<file path="src/rtl/rast_feeder_pkg.sv">
// Shared types and helpers for the rasterizer triangle feeder.
//   vert_t / tri_t / verts_t / color_t : fixed-point vertex and color containers
//   prim_t         : one buffered primitive (up to 4 verts, color, quad flag)
//   split_state_t  : which triangle of the head primitive is being presented
//   msaa_decode()  : maps an MSAA sample count to subsample one-hot and log2 width
//   SCREEN_DEFAULT : 512.0 in SIGFIG.RADIX fixed point
package rast_feeder_pkg;

  localparam int SIGFIG   = 24;
  localparam int RADIX    = 10;
  localparam int IN_VERTS = 4;
  localparam int AXIS     = 3;
  localparam int COLORS   = 3;

  typedef logic [AXIS-1:0][SIGFIG-1:0]   vert_t;   // signed per axis
  typedef logic [COLORS-1:0][SIGFIG-1:0] color_t;  // unsigned per channel
  typedef vert_t [2:0]                   tri_t;    // index 0 = first vertex
  typedef vert_t [IN_VERTS-1:0]          verts_t;

  typedef struct packed {
    verts_t verts;
    color_t color;
    logic   quad;     // 1 = four vertices, emitted as two triangles
  } prim_t;

  typedef enum logic {
    EMIT0 = 1'b0,     // presenting (v0,v1,v2)
    EMIT1 = 1'b1      // presenting (v0,v2,v3) of a quad
  } split_state_t;

  typedef struct packed {
    logic       ok;
    logic [3:0] sub_sample;
    logic [1:0] ss_w_lg2;
  } msaa_cfg_t;

  localparam logic [SIGFIG-1:0] SCREEN_DEFAULT = SIGFIG'(32'd512 << RADIX);
  localparam msaa_cfg_t         MSAA_DEFAULT   = '{1'b1, 4'b0100, 2'd1};

  function automatic msaa_cfg_t msaa_decode(input logic [6:0] msaa);
    msaa_cfg_t r;
    r = '{1'b0, 4'b0100, 2'd1};
    case (msaa)
      7'd1:    r = '{1'b1, 4'b1000, 2'd0};
      7'd4:    r = '{1'b1, 4'b0100, 2'd1};
      7'd16:   r = '{1'b1, 4'b0010, 2'd2};
      7'd64:   r = '{1'b1, 4'b0001, 2'd3};
      default: r = '{1'b0, 4'b0100, 2'd1};
    endcase
    return r;
  endfunction

  // First triangle of any primitive.
  function automatic tri_t tri_first(input verts_t v);
    tri_t t;
    t[0] = v[0];
    t[1] = v[1];
    t[2] = v[2];
    return t;
  endfunction

  // Second triangle of a quad: fan around v0.
  function automatic tri_t tri_second(input verts_t v);
    tri_t t;
    t[0] = v[0];
    t[1] = v[2];
    t[2] = v[3];
    return t;
  endfunction

endpackage

</file>
<file path="src/rtl/rast_tri_feeder_if.sv">
// Primitive input stream and triangle output stream of the feeder.
//   in_*           : primitive offer (valid/ready), vertex data, color, last flag
//   tri_R10S etc.  : triangle presented to the rasterizer
//   halt_RnnnnL    : 1 = rasterizer accepts this cycle
// master = environment (producer + rasterizer), slave = the feeder.
interface rast_tri_feeder_if;
  import rast_feeder_pkg::*;

  logic       in_valid;
  logic       in_ready;
  logic [2:0] in_num_verts;
  verts_t     in_tri;
  color_t     in_color;
  logic       in_last;

  tri_t       tri_R10S;
  color_t     color_R10U;
  logic       validTri_R10H;
  logic       halt_RnnnnL;

  modport master (
    output in_valid, in_num_verts, in_tri, in_color, in_last, halt_RnnnnL,
    input  in_ready, tri_R10S, color_R10U, validTri_R10H
  );

  modport slave (
    input  in_valid, in_num_verts, in_tri, in_color, in_last, halt_RnnnnL,
    output in_ready, tri_R10S, color_R10U, validTri_R10H
  );
endinterface

</file>
<file path="src/rtl/rast_sync_fifo.sv">
// Synchronous FIFO with first-word-fall-through head and a one-ahead peek.
//   clk, rst       : clock, synchronous active-high reset (flushes pointers)
//   wr_en, wr_data : push (ignored when full)
//   rd_en          : pop head (ignored when empty)
//   rd_data        : current head
//   rd_data_next   : entry behind the head (valid when count >= 2)
//   full, empty, count
// Pointers carry one extra wrap bit so full/empty are distinguishable.
module rast_sync_fifo
  import rast_feeder_pkg::*;
#(
  parameter int  DEPTH = 4,
  parameter type T     = prim_t
) (
  input  logic                     clk,
  input  logic                     rst,
  input  logic                     wr_en,
  input  T                         wr_data,
  input  logic                     rd_en,
  output T                         rd_data,
  output T                         rd_data_next,
  output logic                     full,
  output logic                     empty,
  output logic [$clog2(DEPTH):0]   count
);
  localparam int AW = $clog2(DEPTH);

  T               mem [DEPTH];
  logic [AW:0]    wr_ptr_reg;
  logic [AW:0]    rd_ptr_reg;
  logic [AW-1:0]  rd_idx;
  logic [AW-1:0]  rd_idx_next;
  logic           do_wr;
  logic           do_rd;

  assign count       = wr_ptr_reg - rd_ptr_reg;
  assign full        = (count == (AW+1)'(DEPTH));
  assign empty       = (count == '0);
  assign do_wr       = wr_en & ~full;
  assign do_rd       = rd_en & ~empty;
  assign rd_idx      = rd_ptr_reg[AW-1:0];
  assign rd_idx_next = rd_idx + AW'(1);
  assign rd_data      = mem[rd_idx];
  assign rd_data_next = mem[rd_idx_next];

  always_ff @(posedge clk) begin
    if (do_wr) begin
      mem[wr_ptr_reg[AW-1:0]] <= wr_data;
    end
  end

  always_ff @(posedge clk) begin
    if (rst) begin
      wr_ptr_reg <= '0;
      rd_ptr_reg <= '0;
    end else begin
      if (do_wr) wr_ptr_reg <= wr_ptr_reg + (AW+1)'(1);
      if (do_rd) rd_ptr_reg <= rd_ptr_reg + (AW+1)'(1);
    end
  end
endmodule

</file>
<file path="src/rtl/rast_tri_feeder.sv">
// Triangle front-end: buffers 3/4-vertex primitives, splits quads into two
// triangles and presents them to the rasterizer under halt backpressure.
//   clk, rst                     : clock, synchronous active-high reset
//   bus (slave)                  : primitive input stream + triangle output stream
//   cfg_we, cfg_screen, cfg_msaa : config write (only taken while fully idle)
//   screen_RnnnnS                : active screen w,h
//   subSample_RnnnnU, ss_w_lg2_RnnnnS : decoded MSAA setting
//   err_verts, cfg_err, done     : sticky status flags
// The head primitive stays in the FIFO while any of its triangles is on the
// output; it is popped by the fire of its last triangle, and the following
// entry is loaded in the same cycle via the FIFO's one-ahead peek.
module rast_tri_feeder
  import rast_feeder_pkg::*;
#(
  parameter int DEPTH        = 4,
  parameter int DRAIN_CYCLES = 16
) (
  input  logic                     clk,
  input  logic                     rst,
  rast_tri_feeder_if.slave         bus,
  input  logic                     cfg_we,
  input  logic [1:0][SIGFIG-1:0]   cfg_screen,
  input  logic [6:0]               cfg_msaa,
  output logic [1:0][SIGFIG-1:0]   screen_RnnnnS,
  output logic [3:0]               subSample_RnnnnU,
  output logic [1:0]               ss_w_lg2_RnnnnS,
  output logic                     err_verts,
  output logic                     cfg_err,
  output logic                     done
);
  localparam int CW = $clog2(DEPTH) + 1;
  localparam int DW = $clog2(DRAIN_CYCLES + 1);

  // FIFO side
  logic          fifo_full;
  logic          fifo_empty;
  logic          fifo_wr;
  logic          fifo_rd;
  logic [CW-1:0] fifo_count;
  prim_t         head;
  prim_t         head_next;
  prim_t         wr_prim;
  logic          accept;
  logic          legal;

  assign accept       = bus.in_valid & ~fifo_full;
  assign legal        = (bus.in_num_verts == 3'd3) || (bus.in_num_verts == 3'd4);
  assign fifo_wr      = accept & legal;
  assign wr_prim      = '{verts: bus.in_tri, color: bus.in_color,
                          quad: (bus.in_num_verts == 3'd4)};
  assign bus.in_ready = ~fifo_full;

  rast_sync_fifo #(.DEPTH(DEPTH), .T(prim_t)) u_fifo (
    .clk          (clk),
    .rst          (rst),
    .wr_en        (fifo_wr),
    .wr_data      (wr_prim),
    .rd_en        (fifo_rd),
    .rd_data      (head),
    .rd_data_next (head_next),
    .full         (fifo_full),
    .empty        (fifo_empty),
    .count        (fifo_count)
  );

  // Split FSM and output register
  split_state_t state_reg, state_next;
  tri_t         tri_reg, tri_next;
  color_t       color_reg, color_next;
  logic         valid_reg, valid_next;
  logic         fire;

  assign fire = valid_reg & bus.halt_RnnnnL;

  always_ff @(posedge clk) begin
    if (rst) begin
      state_reg <= EMIT0;
      tri_reg   <= '0;
      color_reg <= '0;
      valid_reg <= 1'b0;
    end else begin
      state_reg <= state_next;
      tri_reg   <= tri_next;
      color_reg <= color_next;
      valid_reg <= valid_next;
    end
  end

  always_comb begin
    state_next = state_reg;
    tri_next   = tri_reg;
    color_next = color_reg;
    valid_next = valid_reg;
    fifo_rd    = 1'b0;
    if (!valid_reg) begin
      // Nothing presented: the head (if any) has not been shown yet.
      if (!fifo_empty) begin
        valid_next = 1'b1;
        state_next = EMIT0;
        tri_next   = tri_first(head.verts);
        color_next = head.color;
      end
    end else if (fire) begin
      if (state_reg == EMIT0 && head.quad) begin
        state_next = EMIT1;
        tri_next   = tri_second(head.verts);
      end else begin
        fifo_rd    = 1'b1;
        state_next = EMIT0;
        // Entry behind the head must already be stored; a push landing this
        // same edge is picked up one cycle later.
        if (fifo_count >= CW'(2)) begin
          tri_next   = tri_first(head_next.verts);
          color_next = head_next.color;
        end else begin
          valid_next = 1'b0;
        end
      end
    end
  end

  assign bus.tri_R10S      = tri_reg;
  assign bus.color_R10U    = color_reg;
  assign bus.validTri_R10H = valid_reg;

  // Config and error flags
  logic [1:0][SIGFIG-1:0] screen_reg;
  logic [3:0]             sub_sample_reg;
  logic [1:0]             ss_lg2_reg;
  logic                   cfg_err_reg;
  logic                   err_verts_reg;
  msaa_cfg_t              msaa_dec;
  logic                   cfg_idle;

  assign msaa_dec = msaa_decode(cfg_msaa);
  assign cfg_idle = fifo_empty & ~valid_reg;

  always_ff @(posedge clk) begin
    if (rst) begin
      screen_reg     <= {SCREEN_DEFAULT, SCREEN_DEFAULT};
      sub_sample_reg <= MSAA_DEFAULT.sub_sample;
      ss_lg2_reg     <= MSAA_DEFAULT.ss_w_lg2;
      cfg_err_reg    <= 1'b0;
      err_verts_reg  <= 1'b0;
    end else begin
      if (cfg_we) begin
        if (cfg_idle && msaa_dec.ok) begin
          screen_reg     <= cfg_screen;
          sub_sample_reg <= msaa_dec.sub_sample;
          ss_lg2_reg     <= msaa_dec.ss_w_lg2;
        end else begin
          cfg_err_reg <= 1'b1;
        end
      end
      if (accept && !legal) err_verts_reg <= 1'b1;
    end
  end

  assign screen_RnnnnS    = screen_reg;
  assign subSample_RnnnnU = sub_sample_reg;
  assign ss_w_lg2_RnnnnS  = ss_lg2_reg;
  assign cfg_err          = cfg_err_reg;
  assign err_verts        = err_verts_reg;

  // End-of-stream drain detection
  logic          armed_reg;
  logic [DW-1:0] drain_cnt_reg;
  logic          done_reg;
  logic          drain_idle;

  assign drain_idle = armed_reg & fifo_empty & ~valid_reg & bus.halt_RnnnnL;

  always_ff @(posedge clk) begin
    if (rst) begin
      armed_reg     <= 1'b0;
      drain_cnt_reg <= '0;
      done_reg      <= 1'b0;
    end else begin
      if (accept && bus.in_last) armed_reg <= 1'b1;
      if (drain_idle) begin
        if (drain_cnt_reg != DW'(DRAIN_CYCLES)) drain_cnt_reg <= drain_cnt_reg + DW'(1);
        if (drain_cnt_reg == DW'(DRAIN_CYCLES - 1)) done_reg <= 1'b1;
      end else begin
        drain_cnt_reg <= '0;
      end
    end
  end

  assign done = done_reg;
endmodule

</file>
<file path="src/flat_wrapper.sv">
// flat-port wrapper written by rule: the top's interface ports become plain ports
module rast_tri_feeder_flat import rast_feeder_pkg::*;
#(
  parameter int DEPTH        = 4,
  parameter int DRAIN_CYCLES = 16
)
  (clk, rst, cfg_we, cfg_screen, cfg_msaa, screen_RnnnnS, subSample_RnnnnU, ss_w_lg2_RnnnnS, err_verts, cfg_err, done, bus_in_valid, bus_in_num_verts, bus_in_tri, bus_in_color, bus_in_last, bus_halt_RnnnnL, bus_in_ready, bus_tri_R10S, bus_color_R10U, bus_validTri_R10H);
  rast_tri_feeder_if bus_i ();
  input  logic clk;
  input  logic rst;
  input  logic cfg_we;
  input  logic [1:0][SIGFIG-1:0] cfg_screen;
  input  logic [6:0] cfg_msaa;
  output logic [1:0][SIGFIG-1:0] screen_RnnnnS;
  output logic [3:0] subSample_RnnnnU;
  output logic [1:0] ss_w_lg2_RnnnnS;
  output logic err_verts;
  output logic cfg_err;
  output logic done;
  input wire logic [$bits(bus_i.in_valid)-1:0] bus_in_valid;
  input wire logic [$bits(bus_i.in_num_verts)-1:0] bus_in_num_verts;
  input wire logic [$bits(bus_i.in_tri)-1:0] bus_in_tri;
  input wire logic [$bits(bus_i.in_color)-1:0] bus_in_color;
  input wire logic [$bits(bus_i.in_last)-1:0] bus_in_last;
  input wire logic [$bits(bus_i.halt_RnnnnL)-1:0] bus_halt_RnnnnL;
  output wire logic [$bits(bus_i.in_ready)-1:0] bus_in_ready;
  output wire logic [$bits(bus_i.tri_R10S)-1:0] bus_tri_R10S;
  output wire logic [$bits(bus_i.color_R10U)-1:0] bus_color_R10U;
  output wire logic [$bits(bus_i.validTri_R10H)-1:0] bus_validTri_R10H;
  assign bus_i.in_valid = bus_in_valid;
  assign bus_i.in_num_verts = bus_in_num_verts;
  assign bus_i.in_tri = bus_in_tri;
  assign bus_i.in_color = bus_in_color;
  assign bus_i.in_last = bus_in_last;
  assign bus_i.halt_RnnnnL = bus_halt_RnnnnL;
  assign bus_in_ready = bus_i.in_ready;
  assign bus_tri_R10S = bus_i.tri_R10S;
  assign bus_color_R10U = bus_i.color_R10U;
  assign bus_validTri_R10H = bus_i.validTri_R10H;
  rast_tri_feeder #(.DEPTH(DEPTH), .DRAIN_CYCLES(DRAIN_CYCLES)) u_core (.clk(clk), .rst(rst), .bus(bus_i), .cfg_we(cfg_we), .cfg_screen(cfg_screen), .cfg_msaa(cfg_msaa), .screen_RnnnnS(screen_RnnnnS), .subSample_RnnnnU(subSample_RnnnnU), .ss_w_lg2_RnnnnS(ss_w_lg2_RnnnnS), .err_verts(err_verts), .cfg_err(cfg_err), .done(done));
endmodule
</file>
<file path="config.mk">
export PLATFORM = sky130hd
export DESIGN_NAME = rast_tri_feeder_flat
export DESIGN_NICKNAME = d
export VERILOG_FILES = /design/src/rtl/rast_feeder_pkg.sv /design/src/rtl/rast_tri_feeder_if.sv /design/src/rtl/rast_sync_fifo.sv /design/src/rtl/rast_tri_feeder.sv /design/src/flat_wrapper.sv
export SDC_FILE = /design/constraint.sdc
export NUM_CORES = 2
export LEC_CHECK = 0
export ABC_AREA = 1
export BUFFER_PORTS_ARGS = -buffer_cell sky130_fd_sc_hd__buf_4
export CORE_ASPECT_RATIO = 0.5
export CORE_MARGIN = 2
export CORE_UTILIZATION = 52
export CTS_CLUSTER_SIZE = 16
export DETAILED_ROUTE_END_ITERATION = 8
export PLACE_DENSITY = 0.71
export SYNTH_ARGS = -nofsm -noshare
export SYNTH_HDL_FRONTEND = slang
export SYNTH_SLANG_ARGS = --single-unit
</file>
<file path="constraint.sdc">
create_clock -name clk -period 44.7 [get_ports clk]
set_input_delay 13.41 -clock clk [delete_from_list [all_inputs] [get_ports clk]]
set_output_delay 13.41 -clock clk [all_outputs]
set_load 0.01 [all_outputs]
</file>
==> reports/qor.txt <==
Worst setup SP type -> primary input
Final cycle utilization of the critical path -> 40.4%
Worst Reg2Reg Path Length in Cells -> 11
Setup crit end kind -> register
Die height -> 287 um
Crit path max fanout -> 55
DR WL/cell -> 20.1 um
Largest net degree at the start of global routing -> 224
IO Pins -> 771
Non-Filler Instances -> 11933
H-tree levels -> 4
Arr. time, crit path -> 18.44 ns
Cell area after synthesis -> 83400 sq um
Syn Nets -> 9698
Most frequent cells in the layout -> nand2_1, edfxtp_1, o21ai_0
First-pass GRT wire length -> 359000 um
R2R Path End -> u_core.u_fifo.mem[2][171]
Placed cell areas -> 89700 sq um
Layout area overhead -> 14.3%
CP Data Required Time -> 45.11 ns
Setup Viol. Count Final -> 0
Fill count -> 13219
Net count, final -> 10082
DP Wirelength -> 138000 um
Clk_lat worst skew -> 0.81 ns
Total number of vias -> 66534
Layout Skew -> 0.0396 ns
CTS Buffer Depth -> 4
Slew Limit Headroom -> 19.1%
Largest register FFs -> 1444
Vias/cell -> 5.58
Ys flop type -> edfxtp_1
Post-synthesis sequential area ratio -> 60.7%
Die W -> 570 um
Clk sink count -> 1805
Min-delay worst type -> register to register
PnR worst setup slack -> 26.66 ns
Final Hold Fails -> 0
Worst setup endpoint -> u_core.u_fifo.mem[2][171]
Initial antenna violation count -> 55
Post-CTS Setup Bufs -> 0
Crit path time final -> 18.04 ns
Setup WS pre-CTS -> 25.86 ns
Critical Path Slowest Stage Cell -> nor2_4
CTS root buf -> clkbuf_16
Max Clock Freq -> 55.4 MHz
CTS tree -> done
FF+latch count, synth -> 1805
Pwr Density -> 42.7 nW/um^2
Share of cells above drive strength 1 -> 11.5%
Pre-antenna DRT Iters -> 6
Initial Utilization -> 52.6%
Post-synth EDFFs -> 1444
Number of remaining DRC errors -> 0
Routed WL -> 240000 um
Post-synthesis async set-or-reset flop share -> 0%
Finished layout cell area -> 95300 sq um
Total CTS buffers -> 169
# Max-Cap Violations -> 0
WS Path Type -> primary input to register
Slew Limit Fails -> 0
Worst R2R Setup Slack -> 37.92 ns
Worst R2R Start -> u_core.u_fifo.rd_ptr_reg[0]
Core ar. -> 159000 sq um
Die area -> 164000 sq um
Gp weighted congestion -> 0.826
Vias in the first global route -> 62410
Max incr delay on CP -> 1.02 ns
Status -> finished, final reports clean
Distinct cells, synth -> 31
Setup TNS Final -> 0 ns
Setup crit start -> bus_in_num_verts[1]
Actual slew at the worst max-slew pin -> 1.21 ns
Pleak -> 0.0392 uW
Num rows -> 103
1st-iter DRT viols -> 6369
Gr usage total -> 28.3%
Synth Area per Inst -> 9.00 sq um
Most common cell after layout, fill and taps aside -> nand2_1
RSZ-0062 raised after global routing -> no
Port bufs -> 770
CTS hold repair buffers -> 0
Post-CTS sizing -> 0
Warning count from the yosys run -> 0
Routed Antenna Nets -> 0
Cell breakdown of the critical path -> buf_4 -> nor2_1 -> nand2_1 -> o21ai_0 -> nand3_1 -> nor2_4 -> buf_4 -> buf_4 -> buf_4 -> buf_4
Worst vdd rail ir drop -> 0.0000319 V
Total grt overflow -> 0
Clk slew on worst S/H paths -> 0.06 ns
CP dominant cell by count -> buf_4
DP Cell Count -> 11577
Cells after Synth -> 9264
[worst max-delay path: cells and delay by family]
family	cells	cell delay (ns)
AO/OA/AOI/OAI	1	0.11
AND/OR/NAND/NOR	4	1.65
buffers and inverters	5	3.10
[logic make-up (layout without fill, tap and decap cells)]
kind of cell | Yosys count | count (layout) | synth area share (%)
compound gates | 2107 | 2107 | 13.5
xor+xnor | 1 | 1 | 0.0105
fa+ha+maj | 10 | 10 | 0.159
buf+inv | 1608 | 2125 | 7.93
flops | 1805 | 1805 | 60.7
other cells | 0 | 52 | 0
simple gates | 3733 | 3733 | 17.7
[metal layers]
layer  GRT usage, %  up-vias  part of all wire (%)
met3           3.89      494                   7.2
met2           47.7     2730                    49
met4           14.0       10                   4.2
met5              0        -                 0.025
met1           36.3    31660                    40
li1               -    31640                     -
[power breakdown]
part / switching (uW) / total [uW] / leakage [uW] / internal, uW
clock network: 633 / 1460 / 0.00270 / 829
registers: 58.2 / 1960 / 0.0160 / 1900
logic: 419 / 651 / 0.0205 / 232
[cells in the mapped netlist (all sizes together) (2+ instances only)]
master  number  area (sq um)
nand4        6          37.5
nand3b      70           526
inv        965          3620
o21ai     1213          6070
o211ai     244          1830
nor2      1061          3990
dfxtp      361          7230
nand3      339          1700
nor3         2          10.0
nand2     2255          8480
clkbuf     305          1150
edfxtp    1444         43400
ha           9           113
buf        338          1850
o22ai      107           669
a21oi      541          2710
[cell type report]
class                           count  area (sq um)  area share [%]
Multi-Input combinational cell   5851         26300            27.5
Tap cell                         2100          2630            2.76
Sequential cell                  1805         50600            53.1
Inverter                          965          3670            3.85
Antenna cell                       52           130           0.136
Clock buffer                      249          4930            5.17
Clock inverter                     55           567           0.595
Timing Repair Buffer              856          6550            6.87
[metrics by stage]
stage          hold slack (ns)  total power, uW  util (%)
5_1_grt                  0.500             4230      60.1
3_3_place_gp             0.440             2630      56.6
4_1_cts                  0.468             4080      60.1
3_5_place_dp             0.454             2640      56.6
2_1_floorplan            0.429             2370         -
6_report                 0.462             4070      60.1
[how the worst min path moves through the flow]
stage	startpoint	end	slack, ns	cells after the start
3_3_place_gp	u_core.subSample_RnnnnU[2]	u_core.subSample_RnnnnU[2]	0.44	2
2_1_floorplan	u_core.armed_reg	u_core.armed_reg	0.43	2
4_1_cts	u_core.subSample_RnnnnU[2]	u_core.subSample_RnnnnU[2]	0.47	2
5_1_grt	u_core.subSample_RnnnnU[0]	u_core.subSample_RnnnnU[0]	0.50	2
6_report	u_core.subSample_RnnnnU[2]	u_core.subSample_RnnnnU[2]	0.46	2
3_5_place_dp	u_core.armed_reg	u_core.armed_reg	0.45	2
(Power assumes the default switching activity.)
